**config.mk**
```make
export PLATFORM = sky130hd
export DESIGN_NAME = mb_scheduler
export DESIGN_NICKNAME = d
export VERILOG_FILES = /design/src/rtl/mb_scheduler.sv
export SDC_FILE = /design/constraint.sdc
export NUM_CORES = 1
export LEC_CHECK = 0
export BUFFER_PORTS_ARGS = -buffer_cell sky130_fd_sc_hd__buf_4
export CAP_MARGIN = 40
export CORE_ASPECT_RATIO = 2
export CORE_MARGIN = 4
export CORE_UTILIZATION = 55
export CTS_CLUSTER_DIAMETER = 120
export CTS_CLUSTER_SIZE = 16
export DETAILED_ROUTE_END_ITERATION = 10
export GPL_TIMING_DRIVEN = 0
export PLACE_DENSITY = 0.78
export SLEW_MARGIN = 25
export SYNTH_ARGS = -nofsm -noshare
export SYNTH_HDL_FRONTEND = slang
export SYNTH_SLANG_ARGS = --single-unit
```
**constraint.sdc**
```tcl
create_clock -name clk -period 6.6 [get_ports clk]
set_input_delay 1.32 -clock clk [delete_from_list [all_inputs] [get_ports clk]]
set_output_delay 1.32 -clock clk [all_outputs]
set_load 0.02 [all_outputs]
```
**src/rtl/mb_scheduler.sv**
```systemverilog
// Raster-order macroblock scheduler: issues one extractor enable per MB, waits out the
// extractor latency, then presents the MB to intra-prediction over valid/ready.
module mb_scheduler #(
   parameter int unsigned WIDTH       = 1280,
   parameter int unsigned LENGTH      = 720,
   parameter int unsigned MB_SIZE_L   = 16,
   parameter int unsigned MB_SIZE_W   = 16,
   parameter int unsigned EXTRACT_LAT = 1
) (
   input  logic        clk,
   input  logic        reset,
   input  logic        start,
   input  logic        abort,
   output logic        ext_enable,
   output logic [31:0] mbnumber,
   output logic        mb_valid,
   input  logic        mb_ready,
   output logic        mb_first,
   output logic        mb_last,
   output logic [31:0] mb_index,
   output logic        busy,
   output logic        frame_done
);

   localparam int unsigned CNT_W = (EXTRACT_LAT > 1) ? $clog2(EXTRACT_LAT) : 1;
   localparam logic [CNT_W-1:0] CNT_LOAD = CNT_W'(EXTRACT_LAT - 1);
   localparam logic [15:0] LAST_ROW = 16'(LENGTH - MB_SIZE_L);
   localparam logic [15:0] LAST_COL = 16'(WIDTH - MB_SIZE_W);
   localparam logic [15:0] STEP_ROW = 16'(MB_SIZE_L);
   localparam logic [15:0] STEP_COL = 16'(MB_SIZE_W);

   typedef enum logic [2:0] {
      S_IDLE,
      S_ISSUE,
      S_WAIT,
      S_PRESENT,
      S_DONE
   } state_t;

   state_t            state_q, state_d;
   logic [15:0]       row_q, row_d;
   logic [15:0]       col_q, col_d;
   logic [31:0]       idx_d;
   logic [CNT_W-1:0]  cnt_q, cnt_d;
   logic              ext_enable_d, mb_valid_d, mb_first_d, mb_last_d, busy_d, frame_done_d;
   logic              cur_last;

   assign mbnumber = {row_q, col_q};
   assign cur_last = (row_q == LAST_ROW) && (col_q == LAST_COL);

   // State register plus registered outputs
   always_ff @(posedge clk or negedge reset) begin
      if (!reset) begin
         state_q    <= S_IDLE;
         row_q      <= '0;
         col_q      <= '0;
         mb_index   <= '0;
         cnt_q      <= '0;
         ext_enable <= 1'b0;
         mb_valid   <= 1'b0;
         mb_first   <= 1'b0;
         mb_last    <= 1'b0;
         busy       <= 1'b0;
         frame_done <= 1'b0;
      end else begin
         state_q    <= state_d;
         row_q      <= row_d;
         col_q      <= col_d;
         mb_index   <= idx_d;
         cnt_q      <= cnt_d;
         ext_enable <= ext_enable_d;
         mb_valid   <= mb_valid_d;
         mb_first   <= mb_first_d;
         mb_last    <= mb_last_d;
         busy       <= busy_d;
         frame_done <= frame_done_d;
      end
   end

   // Next state, coordinate walk, and output values for the next cycle
   always_comb begin
      state_d      = state_q;
      row_d        = row_q;
      col_d        = col_q;
      idx_d        = mb_index;
      cnt_d        = cnt_q;
      ext_enable_d = 1'b0;
      mb_valid_d   = 1'b0;
      mb_first_d   = 1'b0;
      mb_last_d    = 1'b0;
      busy_d       = 1'b0;
      frame_done_d = 1'b0;

      if (abort && (state_q != S_IDLE)) begin
         state_d = S_IDLE;
         row_d   = '0;
         col_d   = '0;
         idx_d   = '0;
         cnt_d   = '0;
      end else begin
         unique case (state_q)
            S_IDLE: begin
               if (start && !abort) begin
                  state_d = S_ISSUE;
                  row_d   = '0;
                  col_d   = '0;
                  idx_d   = '0;
               end
            end
            S_ISSUE: begin
               state_d = S_WAIT;
               cnt_d   = CNT_LOAD;
            end
            S_WAIT: begin
               if (cnt_q == '0) state_d = S_PRESENT;
               else             cnt_d   = cnt_q - CNT_W'(1);
            end
            S_PRESENT: begin
               if (mb_ready) begin
                  if (cur_last) begin
                     state_d = S_DONE;
                  end else begin
                     state_d = S_ISSUE;
                     idx_d   = mb_index + 32'd1;
                     if (col_q == LAST_COL) begin
                        col_d = '0;
                        row_d = row_q + STEP_ROW;
                     end else begin
                        col_d = col_q + STEP_COL;
                     end
                  end
               end
            end
            S_DONE:  state_d = S_IDLE;
            default: state_d = S_IDLE;
         endcase
      end

      busy_d       = (state_d != S_IDLE);
      ext_enable_d = (state_d == S_ISSUE);
      mb_valid_d   = (state_d == S_PRESENT);
      frame_done_d = (state_d == S_DONE);
      mb_first_d   = mb_valid_d && (idx_d == 32'd0);
      mb_last_d    = mb_valid_d && (row_d == LAST_ROW) && (col_d == LAST_COL);
   end

endmodule
```
# ---- After elaboration in Yosys (flattened, before gate mapping)
# Cells that the tools add are included.
dict set report classes {
  n_addsub 4
  n_mul 0
  n_div 0
  n_lt_le_gt_ge 0
  n_eq_ne 10
  n_shift 0
  n_mux 26
  n_bitwise 0
  n_reduce_logical 12
}
# op count
set ops {}
lappend ops {{16-bit 2-to-1 mux} 10}
lappend ops {{32-bit 2-to-1 mux} 4}
lappend ops {{16-bit case mux with 2 select lines} 2}
lappend ops {{32-bit case mux with 2 select lines} 1}
lappend ops {{16-bit by 5-bit adder with 16-bit output, second input constant} 2}
lappend ops {{32-bit by 1-bit adder with 32-bit output, second input constant} 1}
lappend ops {{16-bit by 10-bit == test with 1-bit output, second input constant} 2}
lappend ops {{16-bit by 11-bit == test with 1-bit output, second input constant} 2}
lappend ops {{32-bit zero test} 1}
lappend ops {{3-bit 2-to-1 mux} 5}
lappend ops {{3-bit case mux with 4 select lines} 1}
lappend ops {{3-bit by 2-bit == test with 1-bit output, second input constant} 3}
lappend ops {{3-bit nonzero test} 3}
lappend ops {{3-bit by 1-bit == test with 1-bit output, second input constant} 2}
lappend ops {{1-bit logical AND} 6}
lappend ops {{3-bit == test, second input constant} 1}
lappend ops {{3-bit zero test} 1}
lappend ops {{1-bit 2-to-1 mux} 2}
lappend ops {{1-bit case mux with 2 select lines} 1}
lappend ops {{1-bit zero test} 1}
lappend ops {{1-bit subtractor, second input constant} 1}
dict set report totals {
  reg_bits 74
  latchBits 0
  ramBits 0
  rom_bits 0
  out_inout_bits 70
  elab_cells 63
  n_memories 0
}

# ---- Depth between registers and ports, before layout
dict set report depth {
  depth_word 9
  ltp_mapped 12
  mapped_depth_nobuf 10
}

# ---- Worst setup path after synthesis
# No wires, ideal clock.
dict set report synth_path {
  kind {input -> register}
  startpoint {input port start}
  endpoint {register mb_last}
  setup_ps 96
  arrival_ps 3259
  required_ps 6504
  slack_ps 3246
  path_stages 8
  n_path_buf 0
  cell_sequence {nor4b_2 > o21a_1 > nor2_2 > a21oi_2 > mux2_4 > or4b_1 > or4_1 > nor4_2}
}
dict set report synth_via {
  elab_chain_cells 7
  elab_cells_between_ends 15
  classes_between {eq/ne: 3; mux: 9; reduce/logical: 3}
}
# item line_no
set synth_lines {}
lappend synth_lines {{from (decl)} 12} ;# input logic start,
lappend synth_lines {{1-bit logical AND *} 103} ;# if (start && !abort) begin
lappend synth_lines {{16-bit 2-to-1 mux or 3-bit 2-to-1 mux (tied branches)} 103}
lappend synth_lines {{16-bit case mux with 2 select lines or 3-bit case mux with 4 select lines (tied branches)} 101} ;# unique case (state_q)
lappend synth_lines {{16-bit 2-to-1 mux or 3-bit 2-to-1 mux (tied branches)} 94} ;# if (abort && (state_q != S_IDLE)) begin
lappend synth_lines {{16-bit by 10-bit == test with 1-bit output or 3-bit by 2-bit == test with 1-bit output (tied branches)} {144, 141}}
lappend synth_lines {{1-bit logical AND} 144} ;# mb_last_d = mb_valid_d && (row_d == LAST_ROW) && (col_d == LAST_COL);
lappend synth_lines {{1-bit logical AND *} 144}
lappend synth_lines {{named net mb_last_d} 45} ;# logic ext_enable_d, mb_valid_d, mb_first_d, mb_last_d, busy_d, frame_done_d;
lappend synth_lines {{to (signal assigned)} 74} ;# mb_last <= mb_last_d;
lappend synth_lines {{to (decl)} 19} ;# output logic mb_last,
# The timed path passes the listed nets; every way through them passes the cells marked *.
# A chain may end at the register's enable or synchronous reset.

# ---- Worst setup path after layout
dict set report layout_path {
  startpoint {input port abort}
  endpoint {register mb_last}
}
dict set report layout_via {
  elab_chain_cells 8
  elab_cells_between_ends 17
  classes_between {eq/ne: 3; mux: 9; reduce/logical: 5}
}
# item line_no
set layout_lines {}
lappend layout_lines {{from (decl)} 13} ;# input logic abort,
lappend layout_lines {{1-bit zero test} 103}
lappend layout_lines {{1-bit logical AND} 103}
lappend layout_lines {{16-bit 2-to-1 mux} 103}
lappend layout_lines {{16-bit case mux with 2 select lines} 101}
lappend layout_lines {{16-bit 2-to-1 mux *} 94}
lappend layout_lines {{named net row_d[11]} 41} ;# logic [15:0] row_q, row_d;
lappend layout_lines {{16-bit by 10-bit == test with 1-bit output *} 144}
lappend layout_lines {{1-bit logical AND * (2 in a row)} 144}
lappend layout_lines {{named net mb_last_d} 45}
# Marks and branches as above.

==> results.toml <==
[global_routing]
grt_max_degree = 40
antenna_found_initial = 0
grt_use_total_pct = 34.6
grt_overflow = 0
grt_pass1_wl_um = 24900
first_global_vias = 4603

[clock_tree]
cts-hold-fix-buffers = 0
clock_latency_ns = 0.34
cts_tree = "yes"
cts-htree-levels = 3
cts-root-buf = "clkbuf_16"
cts-buffers-inserted = 9
post_cts_buffers = 0
cts_buffer_depth = 2
cts.sinks = 73
clk_pin_slew_worst_paths_ns = 0.06
cts_resized = 0

[run_status]
status = "complete, no violations"

[worst_setup_path]
required_ns = 6.85
path_cells = "buf_4 -> o31a_1 -> clkbuf_1 -> a21o_1 -> clkbuf_1 -> nor3_1 -> nor4_1 -> nand4_1 -> nor4_2"
critPathBufInv = 3
end_kind = "register"
critical_path.most_common_cell = "clkbuf_1"
cp_top_family = "buffers and inverters"
criticalPathCategory = "in -> reg"
crit_fanout = 10
startpoint_type = "primary input"
critPathArrivalTime_ns = 4.10
critical_path.slowest_cell = "clkbuf_1"
slowest_delay_ns = 0.64

[power_and_ir_drop]
p_switching_mw = 0.459
p_sw_share_pct = 33.0
peakVddDrop_mv = 0.189
p_leak_nw = 2.42
powerDensity_nw_per_um2 = 258
clkPwrFrac_pct = 39.8
sequentialPowerShare_pct = 34.7
p_comb_share_pct = 25.5
p_int_mw = 0.933

[drt]
routed_wl_um = 16300
drt_pass1_iterations = 7
drt_iter0_drc = 456
num_vias = 4705
wl_per_cell_um = 24.4
ant_nets = 0
drc_errors = 0
avgViaCountPerCell = 7.06

[sta]
tightest_slew_ns = 0.872
rsz0062_at_grt = "false"
relSlewSlack_pct = 41.5
worst_hold_slack_ns = 0.547
post-route-period-util_pct = 58.4
slew_viol_final = 0
skew_ns = 0.00415
layout_min_cycle_time_ns = 3.85
finalWorstSetupSlack_ns = 2.75
tns_ns = 0
final-hold-violation-count = 0
setup_viol_count_final = 0
fmax_mhz = 259

[yosys]
ys_seq_elements = 73
synth_fp_nets = 489
synth_compound_area_share_pct = 20.2
netlist_instances = 480
yosys-top-cells-area = "dfrtp_1 42%, nand2_1 4.0%, a21oi_1 3.2%, nor2_1 3.2%, a31oi_1 2.9%"
post-synth-top-area-fraction_pct = 41.8
synth_fa_ha_area_share_pct = 1.15
ys.flop_type = "dfrtp_1"
synth_top_family_by_area = "simple AND/OR/NAND/NOR gates"
synthSimpleGateAreaFrac_pct = 32.1
syn_area_um2 = 4370
synth-xor-area-share_pct = 0.602
ys_warn_count = 0
synth_area_leader_cell = "dfrtp_1"
async_flop_share_pct = 100
synth-edff-count = 0
yosysSeqAreaShare_pct = 41.8
avgSynthCellArea_um2 = 9.09
muxShareOfSynthArea_pct = 0.344
yosysMostFrequentCell = "dfrtp_1"
yosysUniqueCellTypes = 70
synth_commonest_cells = "73 x dfrtp_1, 47 x nand2_1, 37 x nor2_1, 28 x a21oi_1, 22 x o21ai_0"

[place]
pre_cts_ws_ns = 2.50
port_buffers = 74
dpl.hpwl_um = 12100
gp_congestion = 0.955
placed_area_um2 = 5060

[final_layout]
final_nets = 576
antenna_cells = 0
final_util_pct = 70.6
drive_gt1_share_pct = 22.0
final_cell_area_um2 = 5410
fillCellCount = 649
syn_to_final_growth_pct = 23.8

[floorplanning]
ios = 75
dieArea_um2 = 9510
initial_core_util_pct = 57.0
num_rows = 45
die_h_um = 134
die_w_um = 71.0
core_um2 = 7660

[run]
cap_violations = 0

[min_path]
hold_class = "reg -> reg"
final cells by class:
cell class	instances	area, µm²	area share, %
clock inverters	5	104	1.92
plain buffers	21	104	1.92
well taps	94	118	2.18
multi-input cells	370	2380	44.0
flip-flops and latches	73	1830	33.8
inverters	16	60.1	1.11
clock buffers	11	233	4.31
repair buffers	76	581	10.7
routing by layer:
layer	global-route usage (%)	part of all wire, %	up-vias	wire length, µm
met2	61.5	53	328	8670
li1	-	-	2032	-
met4	26.0	7.7	0	1250
met5	0	0	-	0
met1	34.5	32	2236	5180
met3	6.45	7.3	109	1180
sequential cells by signal, summed over array words and instances, names as in the netlist, 3 cells and up:
name,flops
state_q,3
row_q,16
col_q,16
mb_index,32
cells in the final DEF (no fill, tap or decap), drive strengths merged, types with 4 or more instances in the layout:
| master | Yosys | routed |
|---|---|---|
| a21o | 6 | 6 |
| nor2 | 38 | 38 |
| nor3 | 19 | 19 |
| o31ai | 5 | 5 |
| and2 | 12 | 12 |
| and4 | 11 | 11 |
| a211oi | 5 | 5 |
| a21oi | 29 | 29 |
| nand4 | 16 | 16 |
| nand2 | 47 | 47 |
| inv | 16 | 16 |
| clkbuf | 13 | 25 |
| buf | 8 | 83 |
| nor4b | 4 | 4 |
| a41oi | 8 | 8 |
| nor4 | 18 | 18 |
| o21ai | 26 | 26 |
| or3 | 8 | 8 |
| nand3 | 18 | 18 |
| dfrtp | 73 | 73 |
| o211ai | 6 | 6 |
| and3 | 14 | 14 |
| or4 | 5 | 5 |
| ha | 4 | 4 |
| a31oi | 20 | 20 |
kinds of logic (layout without fill, tap and decap cells):
| family | count (synthesis) | after routing |
|---|---|---|
| AOI/OAI and AO/OA | 131 | 131 |
| xor gates and xnor gates | 3 | 3 |
| adders and majority gates | 4 | 4 |
| buffers and inverters | 37 | 129 |
| DFF | 73 | 73 |
| muxes | 1 | 1 |
| and+or+nand+nor | 231 | 231 |
path summary, 6_finish.rpt:
kind,startpoint,endpoint,slack [ns],cells after the start
hold reg to reg,col_q[2]$_DFF_PN0_,col_q[2]$_DFF_PN0_,0.55,1
setup reg to reg,col_q[1]$_DFF_PN0_,mb_first$_DFF_PN0_,2.86,10
max in group asynchronous,reset,mb_index[12]$_DFF_PN0_,5.10,2
setup / recovery,abort,mb_last$_DFF_PN0_,2.75,9
min in group asynchronous,reset,col_q[1]$_DFF_PN0_,0.92,1
hold / removal,col_q[2]$_DFF_PN0_,col_q[2]$_DFF_PN0_,0.55,1
power by group through the flow:
stage / registers [mW] / logic (mW) / clock network [mW]
global route: 0.486 / 0.371 / 0.579
global placement: 0.490 / 0.333 / 0
floorplan: 0.508 / 0.180 / 0
finish: 0.483 / 0.355 / 0.555
detailed placement: 0.491 / 0.339 / 0
CTS: 0.483 / 0.341 / 0.560
metrics by stage:
step / total power, mW / std cells
final: 1.39 / 666
after global routing: 1.44 / 666
after CTS: 1.38 / 665
after detailed placement: 0.829 / 649
after global placement: 0.823 / 648
after floorplan: 0.688 / 480
(Power assumes the default switching activity.)
